===== src/rtl/fp16_mul_pipe.sv =====
// fp16_mul_pipe: pipelined binary16 multiplier, RNE rounding, valid/ready.
// Define FP16_MUL_SUBNORM_EN for gradual underflow; default flushes to zero.
module fp16_mul_pipe #(
  parameter int EXP_W = 5,
  parameter int MAN_W = 10,
  parameter int BIAS  = 15
) (
  input  logic        clk,
  input  logic        rst,
  input  logic        in_valid,
  output logic        in_ready,
  input  logic [15:0] a,
  input  logic [15:0] b,
  output logic        out_valid,
  input  logic        out_ready,
  output logic [15:0] out,
  output logic [3:0]  flags
);

  typedef struct packed {
    logic              sign;
    logic              spec;
    logic [15:0]       sres;
    logic [3:0]        sflg;
    logic signed [6:0] ex;
    logic [MAN_W:0]    ma;
    logic [MAN_W:0]    mb;
  } s1_t;

  typedef struct packed {
    logic              sign;
    logic              spec;
    logic [15:0]       sres;
    logic [3:0]        sflg;
    logic signed [6:0] ex;
    logic [21:0]       prod;
  } s2_t;

  logic        adv;
  logic        v0, v1, v2;
  logic [15:0] a0, b0;
  s1_t         s1, s1_d;
  s2_t         s2, s2_d;
  logic [15:0] res;
  logic [3:0]  res_flg;

  assign adv      = !out_valid || out_ready;
  assign in_ready = adv;

  logic [EXP_W-1:0]  ea, eb;
  logic [MAN_W-1:0]  fa, fb;
  logic              za, zb, da, db;
  logic              ia, ib, na, nb;
  logic              zsa, zsb;
  logic [MAN_W:0]    ma0, mb0, ma, mb;
  logic signed [6:0] xa, xb;

  assign ea  = a0[14:10];
  assign eb  = b0[14:10];
  assign fa  = a0[9:0];
  assign fb  = b0[9:0];
  assign za  = (ea == '0) && (fa == '0);
  assign zb  = (eb == '0) && (fb == '0);
  assign da  = (ea == '0) && (fa != '0);
  assign db  = (eb == '0) && (fb != '0);
  assign ia  = (ea == '1) && (fa == '0);
  assign ib  = (eb == '1) && (fb == '0);
  assign na  = (ea == '1) && (fa != '0);
  assign nb  = (eb == '1) && (fb != '0);
  assign ma0 = {ea != '0, fa};
  assign mb0 = {eb != '0, fb};

`ifdef FP16_MUL_SUBNORM_EN
  function automatic logic [3:0] lzc(input logic [MAN_W:0] m);
    lzc = 4'd11;
    for (int i = 0; i <= MAN_W; i++)
      if (m[i]) lzc = 4'(MAN_W - i);
  endfunction

  logic [3:0] lza, lzb;

  assign lza = lzc(ma0);
  assign lzb = lzc(mb0);
  assign ma  = ma0 << lza;
  assign mb  = mb0 << lzb;
  assign xa  = 7'(da ? 5'd1 : ea) - 7'(lza);
  assign xb  = 7'(db ? 5'd1 : eb) - 7'(lzb);
  assign zsa = za;
  assign zsb = zb;
`else
  assign ma  = ma0;
  assign mb  = mb0;
  assign xa  = 7'(da ? 5'd1 : ea);
  assign xb  = 7'(db ? 5'd1 : eb);
  assign zsa = za | da;
  assign zsb = zb | db;
`endif

  always_comb begin
    s1_d      = '0;
    s1_d.sign = a0[15] ^ b0[15];
    s1_d.ex   = xa + xb - 7'(BIAS);
    s1_d.ma   = ma;
    s1_d.mb   = mb;
    s1_d.spec = 1'b1;
    if (na || nb) begin
      s1_d.sres = 16'h7E00;
      s1_d.sflg = 4'b1000;
    end else if ((ia || ib) && (zsa || zsb)) begin
      s1_d.sres = 16'h7E00;
      s1_d.sflg = 4'b1000;
    end else if (ia || ib) begin
      s1_d.sres = {s1_d.sign, 15'h7C00};
    end else if (za || zb) begin
      s1_d.sres = {s1_d.sign, 15'h0000};
`ifndef FP16_MUL_SUBNORM_EN
    end else if (da || db) begin
      // a flushed subnormal operand is a lost nonzero value
      s1_d.sres = {s1_d.sign, 15'h0000};
      s1_d.sflg = 4'b0011;
`endif
    end else begin
      s1_d.spec = 1'b0;
    end
  end

  always_comb begin
    s2_d.sign = s1.sign;
    s2_d.spec = s1.spec;
    s2_d.sres = s1.sres;
    s2_d.sflg = s1.sflg;
    s2_d.ex   = s1.ex;
    s2_d.prod = 22'(s1.ma) * 22'(s1.mb);
  end

  logic [21:0]       x;
  logic signed [6:0] en, er;
  logic [11:0]       rsum;
  logic [9:0]        frac;
  logic              g, st, inx;
`ifdef FP16_MUL_SUBNORM_EN
  logic signed [6:0] sh;
  logic [4:0]        shc;
  logic [21:0]       gbit;
  logic [10:0]       t, tr;
  logic              sg, ss;
`endif

  always_comb begin
    res     = 16'h0000;
    res_flg = 4'b0000;
    x    = s2.prod[21] ? s2.prod : {s2.prod[20:0], 1'b0};
    en   = s2.ex + 7'(s2.prod[21]);
    g    = x[10];
    st   = |x[9:0];
    inx  = g | st;
    rsum = {1'b0, x[21:11]} + 12'(g & (st | x[11]));
    er   = en + 7'(rsum[11]);
    frac = rsum[11] ? rsum[10:1] : rsum[9:0];
`ifdef FP16_MUL_SUBNORM_EN
    // bit 21 of x lands on 2^-15 when en is 0
    sh   = 7'sd12 - en;
    shc  = (sh > 7'sd24) ? 5'd24 : sh[4:0];
    gbit = 22'(1) << (shc - 5'd1);
    t    = 11'(x >> shc);
    sg   = |(x & gbit);
    ss   = |(x & (gbit - 22'd1));
    tr   = t + 11'(sg & (ss | t[0]));
`endif
    if (s2.spec) begin
      res     = s2.sres;
      res_flg = s2.sflg;
`ifdef FP16_MUL_SUBNORM_EN
    end else if (en <= 7'sd0) begin
      res     = {s2.sign, 4'b0000, tr};
      res_flg = {2'b00, sg | ss, sg | ss};
`endif
    end else if (er >= 7'sd31) begin
      res     = {s2.sign, 15'h7C00};
      res_flg = 4'b0101;
`ifndef FP16_MUL_SUBNORM_EN
    end else if (er <= 7'sd0) begin
      res     = {s2.sign, 15'h0000};
      res_flg = 4'b0011;
`endif
    end else begin
      res     = {s2.sign, er[4:0], frac};
      res_flg = {3'b000, inx};
    end
  end

  always_ff @(posedge clk or posedge rst) begin
    if (rst) begin
      v0        <= 1'b0;
      v1        <= 1'b0;
      v2        <= 1'b0;
      out_valid <= 1'b0;
      a0        <= '0;
      b0        <= '0;
      s1        <= '0;
      s2        <= '0;
      out       <= '0;
      flags     <= '0;
    end else if (adv) begin
      v0        <= in_valid;
      a0        <= a;
      b0        <= b;
      v1        <= v0;
      s1        <= s1_d;
      v2        <= v1;
      s2        <= s2_d;
      out_valid <= v2;
      out       <= res;
      flags     <= res_flg;
    end
  end

endmodule

===== config.mk =====
export PLATFORM = sky130hd
export DESIGN_NAME = fp16_mul_pipe
export DESIGN_NICKNAME = d
export VERILOG_FILES = /design/src/rtl/fp16_mul_pipe.sv
export SDC_FILE = /design/constraint.sdc
export NUM_CORES = 1
export LEC_CHECK = 0
export BUFFER_PORTS_ARGS = -buffer_cell sky130_fd_sc_hd__buf_4
export CAP_MARGIN = 20
export CORE_MARGIN = 2
export CORE_UTILIZATION = 36
export CTS_CLUSTER_DIAMETER = 80
export DETAILED_ROUTE_END_ITERATION = 10
export HOLD_SLACK_MARGIN = 0.03
export PLACE_DENSITY = 0.61
export SYNTH_ARGS = -nofsm -noshare
export SYNTH_HDL_FRONTEND = slang
export SYNTH_SLANG_ARGS = --single-unit

===== constraint.sdc =====
create_clock -name clk -period 5.9 [get_ports clk]
set_clock_uncertainty 0.05 [all_clocks]
set_input_delay 1.18 -clock clk [delete_from_list [all_inputs] [get_ports clk]]
set_output_delay 1.18 -clock clk [all_outputs]
set_load 0.05 [all_outputs]

== After elaboration in Yosys (flattened, before gate mapping) ==
Cells that the tools add are included.

* Register bits after elaboration: 158
* Bits of input ports: 36
* Output and inout bits: 22
* Logic and storage cells: 84

* $add $sub $neg: 5
* Multiply operators: 1
* Order comparisons: 2
* Eq/ne operators: 2
* Muxes and demuxes: 22
* Bitwise operators: 6
* Reductions and logical operators: 25

{| class="wikitable"
|+ Operator list
! cell !! count
|-
| $mux 20 || 3
|-
| $mux 16 || 3
|-
| $mux 15 || 2
|-
| $mul 11x11->22 || 1
|-
| $mux 22 || 1
|-
| $logic_not 10->1 || 2
|-
| $reduce_bool 10->1 || 2
|-
| $add 7x1->7 || 2
|-
| $add 11x1->12 || 1
|-
| $mux 4 || 3
|-
| $eq 5x5->1 const B || 2
|-
| $logic_not 5->1 || 2
|-
| $mux 10 || 1
|-
| $mux 5 || 2
|-
| $reduce_bool 5->1 || 2
|-
| $reduce_or 10->1 || 1
|-
| $logic_and 1x1->1 || 9
|-
| $ge 7x6->1 const B || 1
|-
| $le 7x1->1 const B || 1
|-
| $sub 6x4->7 const B || 1
|-
| $add 5x5->6 || 1
|-
| $logic_or 1x1->1 || 6
|-
| $mux 1 || 5
|-
| $or 1x1->1 || 4
|-
| other kinds (5) || 5
|}

== Longest topological paths before layout ==
* Depth after elaboration: 10
* Gate-level depth with buffers: 22
* Mapped depth without buffers: 18

== Least setup slack after synthesis ==
Ideal clock, no wire load.

* Path type: flip-flop to flip-flop
* From: reg s1[4] (netlist name)
* To: reg s2[18] (netlist name)
* Arrival: 5.156 ns
* Data required time: 5.730 ns
* Path slack: 0.574 ns
* Cell stages (with the launch flop): 19
* Buffers on the path: 2
* Period minus slack after synthesis: 5.326 ns
* Path through: dfrtp_1 > clkbuf_1 > nand2_1 > fa_1 > inv_1 > fa_1 > fa_1 > fa_1 > inv_1 > fa_1 > inv_1 > ha_1 > clkbuf_1 > a211oi_1 > nor2_1 > o311a_1 > o31a_1 > or3_1 > a31o_2

* Cells in the longest elaborated chain, start to end: 1

{| class="wikitable"
|+ RTL lines
! what !! RTL line !! RTL
|-
| start: declaration || 42 || <nowiki>s1_t s1, s1_d;</nowiki>
|-
| start signal: assignment || 200 || <nowiki>s1 <= '0;</nowiki>
|-
| start signal: assignment || 209 || <nowiki>s1 <= s1_d;</nowiki>
|-
| $mul 11x11->22 || 133 || <nowiki>s2_d.prod = 22'(s1.ma) * 22'(s1.mb);</nowiki>
|-
| end signal: assignment || 201 || <nowiki>s2 <= '0;</nowiki>
|-
| end signal: assignment || 211 || <nowiki>s2 <= s2_d;</nowiki>
|-
| end: declaration || 43 || <nowiki>s2_t s2, s2_d;</nowiki>
|}

No other way between the ends.
A chain may end at the register's enable or synchronous reset.

== Final worst setup path ==
* From: reg s1[12] (netlist name)
* To: reg s2[18] (netlist name)

The elaborated chain is that of the path after synthesis.

==> results.md <==
- Most common cell after layout, fill and taps aside: nand2_1
- Hold Fails Final Rpt: 0
- Post-synth net total: 1325
- Startpoint Class: register
- Clk pin slew, worst setup/hold paths: 0.07 ns
- Die Wd: 170 um
- Setup_tns: 0 ns
- Most frequent cells in the layout: nand2_1, dfrtp_1, inv_1, fa_1, ha_1
- Post-synth EDFFs: 0
- Synthesized instance count: 1135
- Worst Max-Slew Pin Slew: 0.774 ns
- Die Span Y: 170 um
- Post-CTS Hold Buffers: 0
- Final Cycle Share: 92.8%
- Synthesized area: 9930 sq um
- Final GP Congestion: 0.839
- Met3 Track Usage GR: 2.12%
- Vias per cell: 4.97
- Post-synth cell types: 65
- Area after DPL: 10600 sq um
- Share of the yosys chip area belonging to registers: 31.7%
- Max_cap viols: 0
- Yosys reg bits: 126
- DPL Wire Length: 16200 um
- Final instance area: 11200 sq um
- FFs w/ async S/R, synth: 100%
- GRT Total Usage: 15.7%
- Maximum number of pins on one net before global-route repair: 83
- Area Growth Syn to Fin: 12.6%
- Hold Crit Class: register to register
- Clock sink total: 126
- Crit path required time: 6.16 ns
- Grt met1 use: 21.9%
- Fraction of layout cells with a size suffix above 1: 10.0%
- Grt ovf: 0
- M2 GR Usage: 26.1%
- Vias in the first global route: 7495
- Status: finished, final reports clean
- Initial Utilization: 36.8%
- Clk buf depth: 2
- Max Fclk: 183 MHz
- Num CTS Buffers: 17
- Clock latency on the worst-skew pair: 0.42 ns
- Num ports: 58
- Crit end category: register
- GR peak layer: met2
- Clk root buf: clkbuf_16
- RSZ-0062 raised after global routing: false
- Mean Syn Cell Area: 8.75 sq um
- Final ANT Viol Nets: 0
- N_diodes: 0
- WL final: 21400 um
- 1st-pass router iterations: 4
- H-Tree Depth: 4
- Crit path max fanout: 12
- Placeable core area: 27000 sq um
- Nets@finish: 1346
- Min Tclk post-route: 5.47 ns
- Port buffer count: 57
- Total die area: 28900 sq um
- Relative slew slack: 48.4%
- Routed WL per cell: 14.1 um
- Iter 0 DRT Violations: 372
- Via count: 7501
- Critical path class: register to register
- Yosys Warn Count: 0
- Synth Flop Type: dfrtp_1
- WP data arrival: 5.73 ns
- Global-route wire length before repair: 36900 um
- # rows: 60
- Slew Viols, Final: 0
- CTS tree: built
- Fill cells: 2754
- Post-route DRC: 0
- Setup Viol. Count Final: 0
- Setup Buffers After CTS: 0
- CTS resizes: 0
- Initial antenna violation count: 0
cell type report:
type | instances | area (sq um) | area share, %
Clock buffer | 17 | 425 | 3.80
Clock inverter | 15 | 148 | 1.32
Inverter | 122 | 462 | 4.13
Multi-Input combinational cell | 823 | 6080 | 54.3
Sequential cell | 126 | 3150 | 28.2
Tap cell | 341 | 427 | 3.81
Timing Repair Buffer | 66 | 495 | 4.43
state kept, by name (all words and copies together) (netlist names), 4 cells and up:
signal and count:
a0 16, out 16, b0 16, s1 35
s2 35, flags 4
per-layer routing:
layer / part of all wire, % / vias to the layer above
met4: 0.96 / 0
met5: 0 / -
met3: 2.9 / 18
met1: 47 / 3687
li1: - / 3696
met2: 49 / 100
cells in the mapped netlist (5+ instances only):
cell | instances | area (sq um)
inv_1 | 122 | 458
mux2_2 | 6 | 67.6
nand4_1 | 6 | 37.5
mux2i_1 | 8 | 80.1
nor2b_1 | 5 | 31.3
o31ai_1 | 7 | 52.6
a221o_1 | 5 | 50.1
clkbuf_1 | 53 | 199
and2_1 | 71 | 444
fa_1 | 81 | 1620
nor3_1 | 14 | 70.1
o21ai_0 | 40 | 200
o21a_1 | 6 | 45.0
xor2_1 | 6 | 52.6
buf_1 | 5 | 18.8
a21o_1 | 10 | 75.1
nor4_1 | 6 | 37.5
nand2_1 | 302 | 1130
nand3_1 | 14 | 70.1
dfrtp_1 | 126 | 3150
ha_1 | 73 | 913
a211oi_1 | 7 | 52.6
nor2_1 | 38 | 143
xnor2_1 | 16 | 140
a21oi_1 | 35 | 175
nand2b_1 | 7 | 43.8
critical path, cell delays in order (launching register included):
cell	delay (ns)
dfrtp_1	0.50
and2_1	0.23
fa_1	0.52
fa_1	0.53
fa_1	0.52
fa_1	0.55
inv_1	0.05
fa_1	0.52
inv_1	0.04
ha_1	0.38
a211oi_1	0.24
nor2_1	0.07
o311a_1	0.34
o31a_1	0.29
or3_1	0.30
a31o_2	0.23
path summary, 6_finish.rpt:
kind	start	end	slack (ns)	cells past startpoint
worst min register to register	v2$_DFFE_PP0P_	v2$_DFFE_PP0P_	0.42	2
min in group asynchronous	rst	a0[1]$_DFFE_PP0P_	0.74	2
worst max register to register	s1[12]$_DFFE_PP0P_	s2[18]$_DFFE_PP0P_	0.43	15
max in group asynchronous	rst	s2[11]$_DFFE_PP0P_	4.09	3
worst min-delay path	v2$_DFFE_PP0P_	v2$_DFFE_PP0P_	0.42	2
worst max-delay path	s1[12]$_DFFE_PP0P_	s2[18]$_DFFE_PP0P_	0.43	15
logic make-up after synthesis:
| family | count (synthesis) | synth area share (%) |
|---|---|---|
| xor+xnor | 22 | 1.94 |
| simple gates | 484 | 21.9 |
| buf+inv | 186 | 7.17 |
| mux | 14 | 1.49 |
| flops | 126 | 31.7 |
| compound gates | 149 | 10.3 |
| fa+ha+maj | 154 | 25.5 |
through the flow:
stage / setup slack, ns / cells / utilization [%] / hold slack, ns
finish: 0.427 / 1510 / 41.4 / 0.416
floorplan: 0.574 / 1135 / - / 0.380
global route: 0.186 / 1510 / 41.4 / 0.433
CTS: 0.409 / 1510 / 41.4 / 0.417
detailed placement: 0.431 / 1478 / 39.3 / 0.401
global placement: 0.517 / 1478 / 39.3 / 0.399
Power is left out: the tool's default activity adds up to more than one toggle a clock period on the data nets, which glitch-free logic cannot reach.
